`src/rtl/timer_pkg.sv`:
```
// Shared types and constants for the MM:SS countdown controller.
// Latency: n/a (declarations only). Backpressure: n/a.
package timer_pkg;

    typedef enum logic [2:0] {
        ST_IDLE  = 3'd0,
        ST_SET   = 3'd1,
        ST_RUN   = 3'd2,
        ST_PAUSE = 3'd3,
        ST_ALARM = 3'd4
    } state_t;

    localparam logic [3:0] SEC_ONES_MAX = 4'd9;
    localparam logic [3:0] SEC_TENS_MAX = 4'd5;
    localparam logic [3:0] MIN_ONES_MAX = 4'd9;
    localparam logic [3:0] MIN_TENS_MAX = 4'd9;

    localparam logic [1:0] CUR_SEC_ONES = 2'd0;
    localparam logic [1:0] CUR_SEC_TENS = 2'd1;
    localparam logic [1:0] CUR_MIN_ONES = 2'd2;
    localparam logic [1:0] CUR_MIN_TENS = 2'd3;

endpackage

```
`src/rtl/bcd_digit.sv`:
```
// One BCD digit register counting 0..MAX with wrap; borrow flags a decrement from 0.
// Latency: value updates one clock after a strobe. Backpressure: none, strobes always accepted.
// Priority: reset/clr > load > inc > dec.
module bcd_digit #(
    parameter logic [3:0] MAX = 4'd9
) (
    input  logic       clk,
    input  logic       reset,
    input  logic       dec,
    input  logic       inc,
    input  logic       clr,
    input  logic       load,
    input  logic [3:0] load_val,
    output logic [3:0] value,
    output logic       borrow
);

    always_ff @(posedge clk) begin
        if (reset || clr) begin
            value <= 4'd0;
        end else if (load) begin
            value <= load_val;
        end else if (inc) begin
            value <= (value >= MAX) ? 4'd0 : value + 4'd1;
        end else if (dec) begin
            value <= (value == 4'd0) ? MAX : value - 4'd1;
        end
    end

    assign borrow = dec && (value == 4'd0);

endmodule

```
`src/rtl/countdown_ctrl.sv`:
```
// MM:SS countdown front-panel controller (IDLE/SET/RUN/PAUSE/ALARM); COUNTDOWN_RELOAD_EN adds a preset reload.
// Latency: button/tick effects visible one clock after the strobe. Backpressure: none, strobes
// are single-cycle; lower-priority or illegal buttons in the same cycle are dropped.
module countdown_ctrl
    import timer_pkg::*;
#(
    parameter int unsigned ALARM_TICKS = 10
) (
    input  logic        clk,
    input  logic        reset,
    input  logic        tick,
    input  logic        btn_start,
    input  logic        btn_stop,
    input  logic        btn_set,
    input  logic        btn_up,
    input  logic        btn_next,
    output logic [15:0] digits,
    output logic [1:0]  cursor,
    output logic [2:0]  state,
    output logic        alarm
);

    localparam logic [7:0] ALARM_LAST = 8'(ALARM_TICKS - 1);

    state_t      state_q, state_d;
    logic [1:0]  cursor_q, cursor_d;
    logic [7:0]  alarm_cnt;
    logic [3:0]  dig_val [4];
    logic [3:0]  dig_inc;
    logic [2:0]  borrow_chain;
    logic        unused_top_borrow;
    logic        run_dec, up_ev, finish, clr_all, load_all;
    logic [15:0] preset_val;

    assign digits = {dig_val[3], dig_val[2], dig_val[1], dig_val[0]};

    always_ff @(posedge clk) begin
        if (reset) begin
            state_q  <= ST_IDLE;
            cursor_q <= 2'd0;
        end else begin
            state_q  <= state_d;
            cursor_q <= cursor_d;
        end
    end

    always_comb begin
        state_d  = state_q;
        cursor_d = cursor_q;
        case (state_q)
            ST_IDLE: begin
                if (btn_start && (digits != 16'h0000)) begin
                    state_d = ST_RUN;
                end else if (btn_set) begin
                    state_d  = ST_SET;
                    cursor_d = CUR_MIN_TENS;
                end
            end
            ST_SET: begin
                if (btn_stop || btn_set) begin
                    state_d  = ST_IDLE;
                    cursor_d = 2'd0;
                end else if (btn_next) begin
                    if (cursor_q == CUR_SEC_ONES) state_d = ST_IDLE;
                    else                          cursor_d = cursor_q - 2'd1;
                end
            end
            ST_RUN: begin
                if (btn_stop)                          state_d = ST_PAUSE;
                else if (tick && digits == 16'h0001)   state_d = ST_ALARM;
            end
            ST_PAUSE: begin
                if (btn_stop)       state_d = ST_IDLE;
                else if (btn_start) state_d = ST_RUN;
            end
            ST_ALARM: begin
                if (btn_stop || (tick && alarm_cnt == ALARM_LAST)) state_d = ST_IDLE;
            end
            default: begin
                state_d  = ST_IDLE;
                cursor_d = 2'd0;
            end
        endcase
    end

    // Digit-chain controls; a tick coinciding with btn_stop never decrements.
    always_comb begin
        run_dec = (state_q == ST_RUN) && tick && !btn_stop;
        up_ev   = (state_q == ST_SET) && btn_up && !btn_stop && !btn_set && !btn_next;
        finish  = ((state_q == ST_PAUSE) || (state_q == ST_ALARM)) && (state_d == ST_IDLE);
        for (int i = 0; i < 4; i++) begin
            dig_inc[i] = up_ev && (cursor_q == 2'(i));
        end
    end

    always_ff @(posedge clk) begin
        if (reset || state_q != ST_ALARM) alarm_cnt <= 8'd0;
        else if (tick)                    alarm_cnt <= alarm_cnt + 8'd1;
    end

`ifdef COUNTDOWN_RELOAD_EN
    logic [15:0] preset_q;
    always_ff @(posedge clk) begin
        if (reset)                                      preset_q <= 16'h0000;
        else if (state_q == ST_SET && state_d != ST_SET) preset_q <= digits;
    end
    assign preset_val = preset_q;
    assign load_all   = finish;
    assign clr_all    = 1'b0;
`else
    assign preset_val = 16'h0000;
    assign load_all   = 1'b0;
    assign clr_all    = finish;
`endif

    bcd_digit #(.MAX(SEC_ONES_MAX)) u_sec_ones (
        .clk(clk), .reset(reset), .dec(run_dec), .inc(dig_inc[0]), .clr(clr_all),
        .load(load_all), .load_val(preset_val[3:0]), .value(dig_val[0]), .borrow(borrow_chain[0])
    );
    bcd_digit #(.MAX(SEC_TENS_MAX)) u_sec_tens (
        .clk(clk), .reset(reset), .dec(borrow_chain[0]), .inc(dig_inc[1]), .clr(clr_all),
        .load(load_all), .load_val(preset_val[7:4]), .value(dig_val[1]), .borrow(borrow_chain[1])
    );
    bcd_digit #(.MAX(MIN_ONES_MAX)) u_min_ones (
        .clk(clk), .reset(reset), .dec(borrow_chain[1]), .inc(dig_inc[2]), .clr(clr_all),
        .load(load_all), .load_val(preset_val[11:8]), .value(dig_val[2]), .borrow(borrow_chain[2])
    );
    // RUN leaves at 00:01, so the top digit never borrows.
    bcd_digit #(.MAX(MIN_TENS_MAX)) u_min_tens (
        .clk(clk), .reset(reset), .dec(borrow_chain[2]), .inc(dig_inc[3]), .clr(clr_all),
        .load(load_all), .load_val(preset_val[15:12]), .value(dig_val[3]), .borrow(unused_top_borrow)
    );

    assign cursor = cursor_q;
    assign state  = state_q;
    assign alarm  = (state_q == ST_ALARM);

endmodule

```
`config.mk`:
```
export PLATFORM = sky130hd
export DESIGN_NAME = countdown_ctrl
export DESIGN_NICKNAME = d
export VERILOG_FILES = /design/src/rtl/timer_pkg.sv /design/src/rtl/bcd_digit.sv /design/src/rtl/countdown_ctrl.sv
export SDC_FILE = /design/constraint.sdc
export NUM_CORES = 1
export LEC_CHECK = 0
export BUFFER_PORTS_ARGS = -buffer_cell sky130_fd_sc_hd__buf_4
export CAP_MARGIN = 20
export CORE_AREA = 5 5 57 97
export DETAILED_ROUTE_END_ITERATION = 10
export DIE_AREA = 0 0 62 102
export GPL_TIMING_DRIVEN = 0
export HOLD_SLACK_MARGIN = 0.06
export PLACE_DENSITY = 0.85
export SYNTH_ARGS = -nofsm -noshare
export SYNTH_HDL_FRONTEND = slang
export SYNTH_HIERARCHICAL = 1
export SYNTH_SLANG_ARGS = --single-unit
export TNS_END_PERCENT = 50
```
`constraint.sdc`:
```
create_clock -name clk -period 4 [get_ports clk]
set_input_delay 0.8 -clock clk [delete_from_list [all_inputs] [get_ports clk]]
set_output_delay 0.8 -clock clk [all_outputs]
set_load 0.005 [all_outputs]
```
Word level (Yosys, flattened, before mapping)

Index checks and enable logic that the tools add are counted.

Bits in registers: 29
Input bits: 8
Logic and storage cells: 108
Output and inout port bits: 22

Muxes and demuxes: 33
Bitwise logic cells: 1
Add/sub/neg operators: 10
Equality and inequality tests: 14
Order comparisons: 4
Reductions and logical operators: 39

Operators by type and width:

| operator                                                           | count |
|---|---|
| two-way mux 4 bit                                                  | 16 |
| two-way mux 3 bit                                                  | 10 |
| logical AND 1 bit                                                  | 17 |
| adder 4 x 1 -> 4 bit (second input constant)                       | 4 |
| equality test 16 x 1 -> 1 bit (second input constant)              | 1 |
| logical NOT 4 bit                                                  | 4 |
| nonzero test 16 bit                                                | 1 |
| subtractor 4 x 1 -> 4 bit (second input constant)                  | 4 |
| one-hot mux 3 bit (5 select lines)                                 | 1 |
| greater-or-equal comparator 4 bit (second input constant)          | 3 |
| two-way mux 2 bit                                                  | 5 |
| inequality test 3 bit (second input constant)                      | 3 |
| adder 8 x 1 -> 8 bit (second input constant)                       | 1 |
| equality test 8 x 4 -> 1 bit (second input constant)               | 1 |
| nonzero test 2 bit                                                 | 4 |
| equality test 3 x 2 -> 1 bit (second input constant)               | 2 |
| logical NOT 3 bit                                                  | 2 |
| one-hot mux 2 bit (3 select lines)                                 | 1 |
| logical OR 1 bit                                                   | 5 |
| AND reduction 5 bit                                                | 1 |
| equality test 2 bit (second input constant)                        | 2 |
| greater-or-equal comparator 4 x 3 -> 1 bit (second input constant) | 1 |
| inequality test 2 bit (second input constant)                      | 2 |
| equality test 3 x 1 -> 1 bit (second input constant)               | 1 |
| other kinds (7)                                                    | 9 |

Longest topological paths before layout

Gate-level depths: netlist of run 1.

Depth in word-level cells: 8
Gate-level depth with buffers: 13

Hierarchy

Netlist of run 1, hierarchy kept.

Modules (own cells, without submodules):

| module                      | sequential area each (µm²) | area each (µm²) | instances | cells each |
|---|---|---|---|---|
| bcd_digit at u_min_ones ... | 80.1                       | 391.6           | 3         | 52 |
| countdown_ctrl              | 260.2                      | 917.1           | 1         | 109 |
| bcd_digit at u_sec_tens     | 80.1                       | 465.4           | 1         | 55 |

Least setup slack after synthesis of run 1

No wires, ideal clock.

Path type: input to register
From: input port tick
To: register u_min_tens.value[2]
Required time: 3.883 ns
Slack: 1.291 ns
Library setup time: 0.117 ns
Stages on the path: 12
Data arrival time: 2.591 ns
Cells stage by stage: buf_2 > nand3b_1 > nor2_1 > inv_1 > nor2_1 > and3_1 > inv_1 > nor2_1 > inv_1 > nand2_1 > o31ai_1 > a32o_1

RTL lines:

| what                           | line                 | source |
|---|---|---|
| start: declaration             | countdown_ctrl.sv:11 | `input logic tick,` |
| logical AND 1 bit (2 in a row) | countdown_ctrl.sv:88 | `run_dec = (state_q == ST_RUN) && tick && !btn_stop;` |
| net run_dec                    | countdown_ctrl.sv:32 | `logic run_dec, up_ev, finish, clr_all, load_all;` |
| logical AND 1 bit              | bcd_digit.sv:30      | `assign borrow = dec && (value == 4'd0);` |
| net borrow_chain[0]            | countdown_ctrl.sv:30 | `logic [2:0] borrow_chain;` |
| logical AND 1 bit              | bcd_digit.sv:30      |  |
| net borrow_chain[1]            | countdown_ctrl.sv:30 |  |
| logical AND 1 bit              | bcd_digit.sv:30      |  |
| net borrow_chain[2]            | countdown_ctrl.sv:30 |  |
| nonzero test 2 bit (no line)   | -                    |  |
| end signal: assignment         | bcd_digit.sv:22      | `value <= load_val;` |
| end signal: assignment         | bcd_digit.sv:24      | `value <= (value >= MAX) ? 4'd0 : value + 4'd1;` |
| end signal: assignment         | bcd_digit.sv:26      | `value <= (value == 4'd0) ? MAX : value - 4'd1;` |
| end: declaration               | bcd_digit.sv:14      | `output logic [3:0] value,` |

The timed path passes the listed nets, and every way through them passes these cells.
A chain may end at the register's enable or synchronous reset.

Worst setup path in the final report of run 1

From: register u_sec_ones.value[0]
To: register u_min_tens.value[2]

RTL lines:

| what                         | line |
|---|---|
| start: declaration           | bcd_digit.sv:14 |
| start signal: assignment     | bcd_digit.sv:22 |
| start signal: assignment     | bcd_digit.sv:24 |
| start signal: assignment     | bcd_digit.sv:26 |
| logical NOT 4 bit            | bcd_digit.sv:30 |
| logical AND 1 bit            | bcd_digit.sv:30 |
| net borrow_chain[0]          | countdown_ctrl.sv:30 |
| logical AND 1 bit            | bcd_digit.sv:30 |
| net borrow_chain[1]          | countdown_ctrl.sv:30 |
| logical AND 1 bit            | bcd_digit.sv:30 |
| net borrow_chain[2]          | countdown_ctrl.sv:30 |
| nonzero test 2 bit (no line) | - |

The timed path passes the listed nets, and every way through them passes these cells.

==> results of run 1 <==
how the worst max path moves through the flow:
stage | from | end | slack [ps] | cells past startpoint
after CTS | u_sec_ones/value[0] | u_min_tens/value[2] | 1150 | 11
after detailed placement | tick | u_min_tens/value[2] | 910 | 12
final | u_sec_ones/value[0] | u_min_tens/value[2] | 1100 | 11
after global routing | u_sec_ones/value[0] | u_min_tens/value[2] | 820 | 11
after floorplan | tick | u_min_tens/value[2] | 1320 | 12
after global placement | tick | u_min_tens/value[2] | 970 | 12
area by class of cell:
class	instances	area [um2]	share of cell area, %
multi-input combinational	289	1940	63.6
timing repair buffer	27	203	6.64
tap	52	65.1	2.13
inverter	27	101	3.32
buffer	8	60.1	1.97
sequential	29	581	19.0
clock inverter	1	5.00	0.164
clock buffer	7	96.3	3.16
worst max-delay path, delay by kind of cell, from the launching register on:
kind	cells	cell delay, ps
and+or+nand+nor	5	1440
DFF	1	450
buffers and inverters	3	310
AOI/OAI and AO/OA	2	330
adders and majority gates	1	240
per-layer routing:
layer	part of all wire (%)	vias up
met5	0	-
met3	4.3	19
met2	55	78
li1	-	1264
met1	39	1212
met4	2.3	0
cells in the final DEF (no fill, tap or decap), drive strengths merged, types with 6 or more instances in the layout:
cell / count
inv: 27
xnor2: 7
ha: 22
nor3: 11
nand2b: 10
nor2: 33
o31ai: 8
clkbuf: 8
nor2b: 9
buf: 34
a211oi: 6
dfxtp: 29
nor4: 7
a21oi: 28
nand3: 13
o21ai: 11
conb: 35
nand2: 15
o221ai: 9
flip-flops by register name, indices dropped and copies added (netlist names):
| signal | cells |
|---|---|
| alarm_cnt | 8 |
| u_sec_tens/value | 4 |
| u_min_tens/value | 4 |
| u_min_ones/value | 4 |
| u_sec_ones/value | 4 |
| cursor | 2 |
| state | 3 |
stage by stage:
stage | utilization (%) | power [mW]
after floorplan | - | 0.514
after global placement | 63.8 | 0.586
after detailed placement | 63.8 | 0.595
after CTS | 66.0 | 0.870
after global routing | 66.0 | 0.922
final | 66.0 | 0.871
power breakdown:
group	switching, mW	internal [mW]
Clock	0.121	0.155
Combinational	0.129	0.115
Sequential	0.0420	0.308
Total	0.293	0.578
==> metrics.md, run 1 <==
| Metric | Value |
|---|---|
| Crit Path Class | flop to flop |
| Largest fanout on the critical path | 12 |
| Hold depth | 2 |
| Fin. max-slew vios | 0 |
| FF-to-FF path depth | 11 |
| Die width | 62 um |
| FILL cells | 405 |
| Via density | 5.85 |
| # hold bufs at CTS | 0 |
| CP Capture Type | flop |
| Layout area overhead | 19.5% |
| Setup ws final | 1100 ps |
| Period utilization | 72.5% |
| Final instance area | 0.00305 mm2 |
| Crit Reg-Reg Endpoint | u_min_tens/value[2] |
| Die Area | 0.00632 mm2 |
| Hold Crit Endpoint | alarm_cnt[1] |
| LEAKAGE | 1.25 nW |
| FF-to-FF setup slack | 1100 ps |
| Required time of the critical path | 4190 ps |
| Fmax | 0.345 GHz |
| Hold Fails Final Rpt | 0 |
| Clk_skew | 4.94 ps |
| Dpl hpwl | 4.78 mm |
| Post-Syn Area | 0.00255 mm2 |
| Fin cells | 440 |
| Worst-case hold slack | 524 ps |
| Clk buf depth | 2 |
| Cts repair resizes | 0 |
| Hold crit path type | flop to flop |
| Max Cap Viol | 0 |
| DRC | 0 |
| CTS tree | yes |
| Post-CTS setup buffer count | 0 |
| Critical Path Start Type | flop |
| Placed Area | 0.00295 mm2 |
| Port Buffers | 27 |
| Worst-path clk slew | 60 ps |
| Hold_sp | alarm_cnt[1] |
| Most numerous cell on the critical path | inv_1 |
| Setup tns final | 0 ps |
| Rows | 33 |
| CP max stage cell | dfxtp_1 |
| Final GP Congestion | 0.886 |
| Die height | 102 um |
| Core area | 0.00462 mm2 |
| Met2 Track Usage GR | 40.7% |
| Vias in the first global route | 2,490 |
| Worst-skew pair later-pin latency | 290 ps |
| Detailed router's first-iteration violation count | 124 |
| Crit path DAT | 3080 ps |
| Crit path largest cell delay | 450 ps |
| GRT busiest layer | met2 |
| Ant. Diodes | 0 |
| Initial core utilization | 55.2% |
| Grt met3 use | 4.05% |
| Reg-to-Reg Start | u_sec_ones/value[0] |
| Layout cells sized above 1 | 16.8% |
| Routed WL | 6.42 mm |
| Vias post-DR | 2,573 |
| Average footprint of a synthesized cell | 8.01 um2 |
| Htree depth | 2 |
| GR Util All Layers | 22.0% |
| Setup Viol. Count Final | 0 |
| Total grt overflow | 0 |
| Wire length per cell | 14.6 um |
| CTS sink count | 29 |
| GR met1 Demand/Resource | 23.4% |
| VDD IR-drop max | 0.000279 V |
| 1st-pass router iterations | 4 |
| Initial antenna violation count | 0 |
| RSZ-0062 raised after global routing | no |
| # placed instances | 432 |
| Cell breakdown of the critical path | inv_1 > ha_1 > or3b_1 > nor2_1 > and3_1 > inv_1 > nor2_1 > inv_1 > nand2_1 > o31ai_1 > a32o_1 |
| Pre-CTS setup slack | 908 ps |
| PwrDens | 285 mW/mm2 |
| Tmin final | 2900 ps |
| CTS buffer count | 5 |
| Antenna-violating nets left | 0 |
| Yosys warnings | 6 |
| Fin nets | 417 |
| CTS root buffer | clkbuf_8 |
| Post-Syn Instances | 319 |
| I/O Pins | 30 |
| First-pass GRT wire length | 10.8 mm |
| Status | completed |
| Largest net degree at the start of global routing | 19 |
(Power assumes the default switching activity.)
==> run 2: changes to the inputs <==
==> constraint.sdc (replaced) <==
create_clock -name clk -period 2.8 [get_ports clk]
set_input_delay 0.56 -clock clk [delete_from_list [all_inputs] [get_ports clk]]
set_output_delay 0.56 -clock clk [all_outputs]
set_load 0.005 [all_outputs]
==> run 2 against run 1 <==
Die area is the same. Cell count is the same. Flip-flop and latch count is the same. Worst setup slack lost 830 ps. Total power grew 43%. Largest power group unchanged. Sequential share of layout area shrank 0.052 points. Utilization grew 0.32 points. Largest cell class unchanged. Count of clock-buffer cells in the layout is the same. Critical endpoint unchanged. Critical path depth is the same. Routed wire length is essentially flat. Highest routed layer unchanged.
==> metrics.md, run 2 (synthesis gave the netlist of run 1 again) <==
| Metric | Value |
|---|---|
| Detailed router's first-iteration violation count | 137 |
| Cell breakdown of the critical path | inv_1 > ha_1 > or3b_1 > nor2_4 > and3_2 > inv_1 > nor2_2 > inv_1 > nand2_1 > o31ai_1 > a32o_1 |
| CTS tree | yes |
| Core area | 0.00462 mm2 |
| CP Capture Type | flop |
| Sw frac | 33.7% |
| Final GP Congestion | 0.886 |
| 1st-pass router iterations | 5 |
| Vias post-DR | 2,579 |
| Hold Fails Final Rpt | 0 |
| Setup tns final | 0 ps |
| Required time of the critical path | 2990 ps |
| Clk buf depth | 2 |
| Clk network pwr share | 31.7% |
| GR Util All Layers | 22.0% |
| Most numerous cell on the critical path | inv_1 |
| Clk_skew | 4.62 ps |
| WP buf/inv | 3 |
| Hold crit path type | flop to flop |
| NetSw | 0.420 mW |
| I/O Pins | 30 |
| Ant. Diodes | 0 |
| Port Buffers | 27 |
| Setup Viol. Count Final | 0 |
| Worst-skew pair later-pin latency | 290 ps |
| Max FFs per register | 8 |
| Layout area overhead | 20.0% |
| Die height | 102 um |
| Worst-path clk slew | 70 ps |
| RSZ-0062 raised after global routing | no |
| Largest fanout on the critical path | 8 |
| Routed WL | 6.42 mm |
| Fin. max-slew vios | 0 |
| Commonest cells after routing, fill and taps aside | 35 x conb_1, 28 x nor2_1, 28 x dfxtp_1, 28 x buf_4, 27 x a21oi_1 |
| Top reg by flops | alarm_cnt |
| Critical Path Start | u_sec_ones/value[1] |
| Crit path DAT | 2710 ps |
| Initial core utilization | 55.2% |
| Antenna-violating nets left | 0 |
| Most common cell after layout, fill and taps aside | conb_1 |
| CP max stage cell | or3b_1 |
| CTS root buffer | clkbuf_8 |
| CTS buffer count | 5 |
| Via density | 5.86 |
| Reg-to-Reg Start | u_sec_ones/value[1] |
| Rows | 33 |
| Htree depth | 2 |
| Layout cells sized above 1 | 18.0% |
| Tmin final | 2530 ps |
| Initial antenna violation count | 0 |
| LEAKAGE | 1.25 nW |
| Sequential share of power | 40.1% |
| Die width | 62 um |
| Fin nets | 417 |
| PwrDens | 407 mW/mm2 |
| CTS sink count | 29 |
| Hold_sp | alarm_cnt[1] |
| DRC | 0 |
| Largest net degree at the start of global routing | 19 |
| Util after Layout | 66.3% |
| Top Family by Delay on Critical Path | simple AND/OR/NAND/NOR gates |
| FILL cells | 405 |
| Int Pwr | 0.826 mW |
| VDD IR-drop max | 0.000400 V |
| Vias in the first global route | 2,490 |
| Comb pwr share | 28.2% |
| Fmax | 0.396 GHz |
| Final Total Pwr | 1.25 mW |
| Die Area | 0.00632 mm2 |
| Wire length per cell | 14.6 um |
| Crit path largest cell delay | 440 ps |
| Status | completed |
| Critical Path Start Type | flop |
| Post-CTS setup buffer count | 0 |
| Total grt overflow | 0 |
| Max Cap Viol | 0 |
| Crit Path Class | flop to flop |
| Dpl hpwl | 4.78 mm |
| Period utilization | 90.2% |
| First-pass GRT wire length | 10.8 mm |
==> run 2: power by group through the flow <==
stage          clock [mW]  combinational, mW  sequential [mW]
2_1_floorplan           0              0.238            0.497
3_3_place_gp            0              0.331            0.506
3_5_place_dp            0              0.342            0.508
4_1_cts             0.400              0.344            0.499
5_1_grt             0.423              0.392            0.506
6_report            0.395              0.352            0.500
==> run 2: layer usage <==
| layer | global-route usage, % | part of all wire, % | up-vias | routed length (um) |
|---|---|---|---|---|
| li1 | - | - | 1269 | - |
| met5 | 0 | 0 | - | 0 |
| met3 | 4.05 | 4.3 | 15 | 274 |
| met2 | 40.7 | 55 | 77 | 3550 |
| met4 | 7.84 | 2.2 | 0 | 142 |
| met1 | 23.4 | 38 | 1218 | 2450 |
==> run 2: cell type report <==
cell class                 instances  area (um2)  share of cell area [%]
multi-input combinational        289        1950                    63.7
sequential                        29         582                    19.0
timing repair buffer              27         203                    6.61
inverter                          27         101                    3.31
clock buffer                       7        96.3                    3.14
tap                               52        65.1                    2.12
buffer                             8        60.1                    1.96
clock inverter                     1        5.00                   0.163
==> run 2: worst register-to-register path, stage by stage (launching register included) <==
cell	delay, ps
dfxtp_1	390
inv_1	140
ha_1	240
or3b_1	440
nor2_4	160
and3_2	260
inv_1	80
nor2_2	200
inv_1	60
nand2_1	120
o31ai_1	90
a32o_1	240
==> run 2: path summary, 6_finish.rpt <==
check / endpoint / slack (ps) / cells past startpoint
worst max-delay path: u_min_tens/value[2] / 270 / 11
worst min register to register: alarm_cnt[1] / 520 / 2
worst max register to register: u_min_tens/value[2] / 270 / 11
worst min-delay path: alarm_cnt[1] / 520 / 2
==> run 2: through the flow <==
stage / hold slack [ps] / cells / instance area [um2] / worst slack (ps)
after floorplan: 484 / 353 / 2680 / 357
after global placement: 493 / 432 / 2950 / 7.31
after detailed placement: 512 / 432 / 2950 / -52.4
after CTS: 521 / 440 / 3050 / 42.5
after global routing: 544 / 440 / 3070 / 50.5
final: 524 / 440 / 3070 / 275
==> run 2: repair_timing <==
action | in CTS | in global routing
endpoints found under the setup margin | 1 | 4
cloned | 0 | 0
resized for setup | 1 | 5
hold buffers | 0 | 0
